File: src/rtl/sinegen_ctrl.sv
// Sample-rate controller for the sine-ROM / sigma-delta path: phase accumulator, tick divider,
// ROM fetch pipeline and valid/ready output register. Define SINEGEN_QUARTER_WAVE_EN for a quarter-period ROM.
module sinegen_ctrl #(
    parameter int SIZE    = 1024,
    parameter int BITLEN  = 16,
    parameter int PHASE_W = 24,
    parameter int DIV_W   = 16,
    parameter int OVR_W   = 8,
    localparam int ADDR_W = $clog2(SIZE)
) (
    input  logic               clk,
    input  logic               rst_n,
    input  logic               enable,
    input  logic [PHASE_W-1:0] phase_inc,
    input  logic [DIV_W-1:0]   rate_div,
    output logic [ADDR_W-1:0]  rom_addr,
    output logic               rom_re,
    input  logic [BITLEN-1:0]  rom_data,
    output logic [BITLEN-1:0]  sample_out,
    output logic               sample_valid,
    input  logic               sample_ready,
    output logic               busy,
    output logic [OVR_W-1:0]   overrun_cnt
);

    typedef enum logic [1:0] {
        IDLE  = 2'd0,
        RUN   = 2'd1,
        DRAIN = 2'd2
    } state_t;

    state_t             state_reg;
    state_t             state_next;
    logic               tick;
    logic               in_flight;
    logic [PHASE_W-1:0] phase_reg;
    logic [DIV_W-1:0]   cnt_reg;
    logic [ADDR_W-1:0]  addr_next;
    logic [ADDR_W-1:0]  rom_addr_reg;
    logic               rom_re_reg;
    logic               fetch_d1_reg;
    logic               in_vld;
    logic [BITLEN-1:0]  in_data;
    logic               load;
    logic [BITLEN-1:0]  sample_reg;
    logic               valid_reg;
    logic [OVR_W-1:0]   ovr_reg;

`ifdef SINEGEN_QUARTER_WAVE_EN
    logic [ADDR_W+1:0]  quarter;
    logic               neg_s1_reg;
    logic               neg_s2_reg;
    logic               stage_vld_reg;
    logic [BITLEN-1:0]  stage_data_reg;

    assign quarter = phase_reg[PHASE_W-1 -: ADDR_W+2];
    // Odd quadrants walk the table backwards; SIZE-1-idx is the bitwise complement for a power-of-two depth.
    assign addr_next = quarter[ADDR_W] ? ~quarter[ADDR_W-1:0] : quarter[ADDR_W-1:0];

    always_ff @(posedge clk or negedge rst_n) begin
        if (!rst_n) begin
            neg_s1_reg     <= 1'b0;
            neg_s2_reg     <= 1'b0;
            stage_vld_reg  <= 1'b0;
            stage_data_reg <= '0;
        end else begin
            if (tick) begin
                neg_s1_reg <= quarter[ADDR_W+1];
            end
            neg_s2_reg    <= neg_s1_reg;
            stage_vld_reg <= fetch_d1_reg;
            if (fetch_d1_reg) begin
                stage_data_reg <= neg_s2_reg ? -rom_data : rom_data;
            end
        end
    end

    assign in_vld    = stage_vld_reg;
    assign in_data   = stage_data_reg;
    assign in_flight = rom_re_reg | fetch_d1_reg | stage_vld_reg;
`else
    assign addr_next = phase_reg[PHASE_W-1 -: ADDR_W];
    assign in_vld    = fetch_d1_reg;
    assign in_data   = rom_data;
    assign in_flight = rom_re_reg | fetch_d1_reg;
`endif

    always_ff @(posedge clk or negedge rst_n) begin
        if (!rst_n) begin
            state_reg <= IDLE;
        end else begin
            state_reg <= state_next;
        end
    end

    // DRAIN ignores enable and waits until the fetch pipeline is empty.
    always_comb begin
        state_next = state_reg;
        tick       = 1'b0;
        case (state_reg)
            IDLE: begin
                if (enable) begin
                    state_next = RUN;
                end
            end
            RUN: begin
                if (!enable) begin
                    state_next = DRAIN;
                end else if (cnt_reg == '0) begin
                    tick = 1'b1;
                end
            end
            DRAIN: begin
                if (!in_flight) begin
                    state_next = IDLE;
                end
            end
            default: begin
                state_next = IDLE;
            end
        endcase
    end

    always_ff @(posedge clk or negedge rst_n) begin
        if (!rst_n) begin
            phase_reg <= '0;
            cnt_reg   <= '0;
        end else if (state_reg != RUN) begin
            phase_reg <= '0;
            cnt_reg   <= '0;
        end else if (tick) begin
            phase_reg <= phase_reg + phase_inc;
            cnt_reg   <= rate_div;
        end else if (enable) begin
            cnt_reg   <= cnt_reg - 1'b1;
        end
    end

    always_ff @(posedge clk or negedge rst_n) begin
        if (!rst_n) begin
            rom_addr_reg <= '0;
            rom_re_reg   <= 1'b0;
            fetch_d1_reg <= 1'b0;
        end else begin
            rom_re_reg   <= tick;
            fetch_d1_reg <= rom_re_reg;
            if (tick) begin
                rom_addr_reg <= addr_next;
            end
        end
    end

    // A new sample may replace the held one only in the cycle the modulator takes it.
    assign load = in_vld && (!valid_reg || sample_ready);

    always_ff @(posedge clk or negedge rst_n) begin
        if (!rst_n) begin
            sample_reg <= '0;
            valid_reg  <= 1'b0;
            ovr_reg    <= '0;
        end else begin
            if (load) begin
                sample_reg <= in_data;
                valid_reg  <= 1'b1;
            end else if (valid_reg && sample_ready) begin
                valid_reg  <= 1'b0;
            end
            if (in_vld && !load && (ovr_reg != {OVR_W{1'b1}})) begin
                ovr_reg <= ovr_reg + 1'b1;
            end
        end
    end

    assign rom_addr     = rom_addr_reg;
    assign rom_re       = rom_re_reg;
    assign sample_out   = sample_reg;
    assign sample_valid = valid_reg;
    assign overrun_cnt  = ovr_reg;
    assign busy         = (state_reg != IDLE);

endmodule

File: config.mk
export PLATFORM = sky130hd
export DESIGN_NAME = sinegen_ctrl
export DESIGN_NICKNAME = d
export VERILOG_FILES = /design/src/rtl/sinegen_ctrl.sv
export SDC_FILE = /design/constraint.sdc
export NUM_CORES = 1
export LEC_CHECK = 0
export CAP_MARGIN = 15
export CORE_MARGIN = 3
export CORE_UTILIZATION = 47
export DETAILED_ROUTE_END_ITERATION = 16
export GPL_TIMING_DRIVEN = 0
export PLACE_DENSITY = 0.85
export SETUP_SLACK_MARGIN = 0.15
export SLEW_MARGIN = 5
export SYNTH_ARGS = -nofsm -noshare
export SYNTH_HDL_FRONTEND = slang
export SYNTH_SLANG_ARGS = --single-unit
File: constraint.sdc
create_clock -name clk -period 5 [get_ports clk]
set_clock_uncertainty 0.15 [all_clocks]
set_input_delay 1 -clock clk [delete_from_list [all_inputs] [get_ports clk]]
set_output_delay 1 -clock clk [all_outputs]
set_load 0.005 [all_outputs]
Word level (Yosys, flattened, before mapping). Cells that the tools add are included.

Bitwise gates (word level): 1. Magnitude comparators: 0. $add $sub $neg: 3. Divide/modulo/power cells: 0. Multiplexer cells: 14. Multipliers: 0. Reduce and logical (&&, ||, !) cells: 14. Eq/ne operators: 7. Shifts and indexed selects: 0.

Operators with widths (count): $mux 16 (3); $mux 24 (2); $add 24x24->24 (1); $logic_not 16->1 (1); $sub 16x1->16 const B (1); $add 8x1->8 const B (1); $ne 8x8->1 const B (1); $mux 2 (3); $ne 2x2->1 const B (3); $pmux 2 s3 (1); $reduce_bool 2->1 (3); $mux 1 (5); $logic_and 1x1->1 (4); $reduce_and 3->1 (1); $reduce_bool 3->1 (1); $eq 2x1->1 const B (1); $eq 2x2->1 const B (1); $logic_not 1->1 (2); $logic_not 2->1 (1); $ne 2x1->1 const B (1); $logic_or 1x1->1 (1); $or 1x1->1 (1).

Register bits: 79. Bits in read-only memories: 0. Output and inout bits: 37. Memories kept: 0. Latch bits: 0. Bits in writable memories: 0.

Depth between registers and ports, before layout.
Depth in word-level cells: 6. Gate-level depth with buffers: 10.

Least setup slack after synthesis. Ideal clock, no wire load.

Path kind: input to register. From: input port phase_inc[0]. To: register phase_reg[22]. Buffers on the path: 0. Stages on the path: 9. Setup time: 0.126 ns. Slack: 1.873 ns. Data arrival time: 2.851 ns. Path through: ha_1 > fa_1 > a211oi_1 > nor2_1 > o31ai_1 > a21oi_1 > a221oi_2 > xor2_1 > o21ai_1.

Word-level cells in the longest chain between the ends: 3.

Ends and longest elaborated chain: from (decl) (line 14) `input logic [PHASE_W-1:0] phase_inc,`; $add 24x24->24 (line 132) `phase_reg <= phase_reg + phase_inc;`; $mux 24 (line 131) `end else if (tick) begin`; $mux 24 (line 128) `end else if (state_reg != RUN) begin`; to (signal assigned) (line 132); to (decl) (line 36) `logic [PHASE_W-1:0] phase_reg;`.

Every way passes these cells. The select of a mux whose other input is x is not followed. A chain may end at the register's enable or synchronous reset.

Worst setup path after layout.
From: input port phase_inc[0]. To: register phase_reg[18].

The elaborated chain is that of the path after synthesis.

==> results.json <==
{
  "ant_nets": 0,
  "wl_um": 11600,
  "crit_top_cell": "nor2_1",
  "worstPathArrival_ps": 3700,
  "syn-instance-count": 508,
  "num_vias": 4256,
  "clk-insertion-delay-late_ps": 350,
  "critPathCaptureType": "flip-flop",
  "grt_pass1_vias": 4192,
  "post-cts-setup-buffer-count": 0,
  "placed_area_um2": 5780,
  "ctsHtreeMaxLevel": 3,
  "vias_per_cell": 5.68,
  "placement.io_buffers": 95,
  "seq_power_share_pct": 38.8,
  "fp.dieW_um": 105,
  "gp_congestion": 0.926,
  "post_drt_wl_per_cell_um": 15.5,
  "path_class": "primary input to flip-flop",
  "p_sw_share_pct": 36.3,
  "die-area_um2": 11100,
  "dr.pass1.iters": 5,
  "die_h_um": 105,
  "synth-edff-count": 0,
  "async_flop_share_pct": 100,
  "min_path_type": "flip-flop to flip-flop",
  "grt_overflow": 0,
  "cts_tree": "done",
  "ctsResizeCount": 0,
  "syn_area_per_cell_um2": 9.13,
  "syn_area_um2": 4640,
  "setup_violations": 0,
  "required_ps": 5090,
  "tightest_slew_ps": 546,
  "register_area_um2": 1980,
  "clock-sinks": 79,
  "cts_made_buffers": 9,
  "multiInputGateArea_um2": 2500,
  "synth_nets": 595,
  "design.core.area_um2": 9420,
  "crit_chain": "clkdlybuf4s50_1 -> ha_1 -> fa_1 -> a211oi_1 -> nor2_1 -> o31ai_1 -> a21oi_1 -> nor2_1 -> nor4_1 -> a311o_1",
  "clk_pin_slew_ps": 100,
  "critPathBufInv": 1,
  "relSlewSlack_pct": 63.6,
  "power_density_nw_per_um2": 372,
  "ir_drop_mv": 0.155,
  "nets": 702,
  "rsz0062_at_grt": "false",
  "placementRows": 35,
  "setup_total_negative_slack_ps": 0,
  "clockBufferDepth": 2,
  "grt_usage_pct": 21.4,
  "antenna_found_initial": 0,
  "hold_violations": 0,
  "cp_max_fo": 3,
  "p_clk_share_pct": 20.4,
  "clockRootBuffer": "clkbuf_8",
  "diodes": 0,
  "timing.fmax_ghz": 0.277,
  "drtIter0Drc": 416,
  "cap_violations": 0,
  "synth-seq-cells": 79,
  "fillerInstances": 746,
  "ys_seq_area_share_pct": 42.6,
  "cp-start-kind": "primary input",
  "fin_crit_sh_pct": 72.3,
  "io_pins": 97,
  "ys.warnings.count": 0,
  "finalMaxSlewViolations": 0,
  "critPathSlowestCell": "fa_1",
  "min_period_ps": 3610,
  "hpwl_um": 8800,
  "drcViolationCount": 0,
  "crit_family": "compound AO/OA/AOI/OAI gates",
  "area_delta_synth_final_pct": 28.4,
  "drive_gt1_share_pct": 9.35,
  "stdcell_area_um2": 5950,
  "postCtsHoldBufs": 0,
  "status": "finished clean",
  "start_util_pct": 49.3,
  "max_stage_delay_ps": 450,
  "p_leak_nw": 2.68,
  "intPower_mw": 1.41,
  "largest_reg_flops": 24,
  "synthFlopType": "dfrtp_1",
  "ys_types": 56,
  "grt_pass1_wl_um": 19700,
  "grt_max_degree": 52,
  "power_switching_mw": 0.803,
  "pwr-share-comb_pct": 40.8
}
-- cell families after synthesis --
family	share of synthesized area [%]
and+or+nand+nor	18.5
AOI/OAI and AO/OA	19.2
DFF	42.6
buffers and inverters	3.53
adders and majority gates	7.45
xor gates and xnor gates	4.15
muxes	4.56
-- power by group through the flow --
stage               logic, mW  registers (mW)  clock network [mW]
CTS                     0.898           0.858               0.457
global route            0.995           0.878               0.490
floorplan               0.518           0.863                   0
global placement        0.861           0.859                   0
finish                  0.902           0.858               0.452
detailed placement      0.895           0.870                   0
-- worst paths after layout --
kind / startpoint / cells after the start / endpoint / slack [ps]
max in group asynchronous: rst_n / 2 / phase_reg[6] / 3700
worst max register to register: phase_reg[0] / 9 / phase_reg[18] / 2070
worst min register to register: rom_re / 0 / fetch_d1_reg / 270
worst min-delay path: rom_re / 0 / fetch_d1_reg / 270
min in group asynchronous: rst_n / 1 / overrun_cnt[5] / 410
worst max-delay path: phase_inc[0] / 10 / phase_reg[18] / 1390
-- stage by stage --
stage | std cells | setup slack, ps | hold WS, ps | power (mW) | utilization [%]
after global routing | 749 | 1330 | 303 | 2.36 | 63.2
after CTS | 749 | 1420 | 273 | 2.21 | 63.2
after floorplan | 508 | 1870 | 247 | 1.38 | -
final | 749 | 1390 | 274 | 2.21 | 63.2
after global placement | 732 | 9.80 | 236 | 1.72 | 61.1
after detailed placement | 733 | 1070 | 251 | 1.76 | 61.3
-- cell usage in the layout (no fill, tap or decap), drive strengths merged, types with 15 or more instances in the layout --
cell type	synthesis	routed
clkdlybuf4s50	0	94
inv	11	15
a21oi	42	42
xnor2	16	16
dfrtp	79	79
clkbuf	13	22
nor2	32	32
nand3	17	17
mux2	17	17
o21ai	57	57
ha	26	26
nand2	76	76
-- routing by layer --
layer,GRT usage [%],vias to the layer above,wire [um]
met3,3.37,26,813
met5,0,-,0
met1,29.1,1985,4970
met2,35.1,202,5610
li1,-,2043,-
met4,6.94,0,253
-- layout make-up --
class | instances | area share (%)
repair buffers | 96 | 16.4
well taps | 129 | 2.71
plain buffers | 24 | 2.06
flip-flops and latches | 79 | 33.2
clock inverters | 7 | 0.904
inverters | 11 | 0.694
clock buffers | 9 | 2.08
multi-input cells | 394 | 42.0
-- Yosys cell counts, types with 7 or more instances --
| cell | count | area [um^2] |
|---|---|---|
| ha_1 | 26 | 325 |
| o21ai_0 | 52 | 260 |
| a21oi_1 | 42 | 210 |
| nand3_1 | 17 | 85.1 |
| a211oi_1 | 13 | 97.6 |
| xnor2_1 | 16 | 140 |
| a21o_1 | 10 | 75.1 |
| nand2_1 | 76 | 285 |
| nor2_1 | 32 | 120 |
| clkbuf_1 | 13 | 48.8 |
| mux2_2 | 17 | 191 |
| dfrtp_1 | 79 | 1980 |
| nand4_1 | 9 | 56.3 |
| nor3_1 | 7 | 35.0 |
| inv_1 | 11 | 41.3 |
Note: power is estimated with default switching activity, not from simulation.
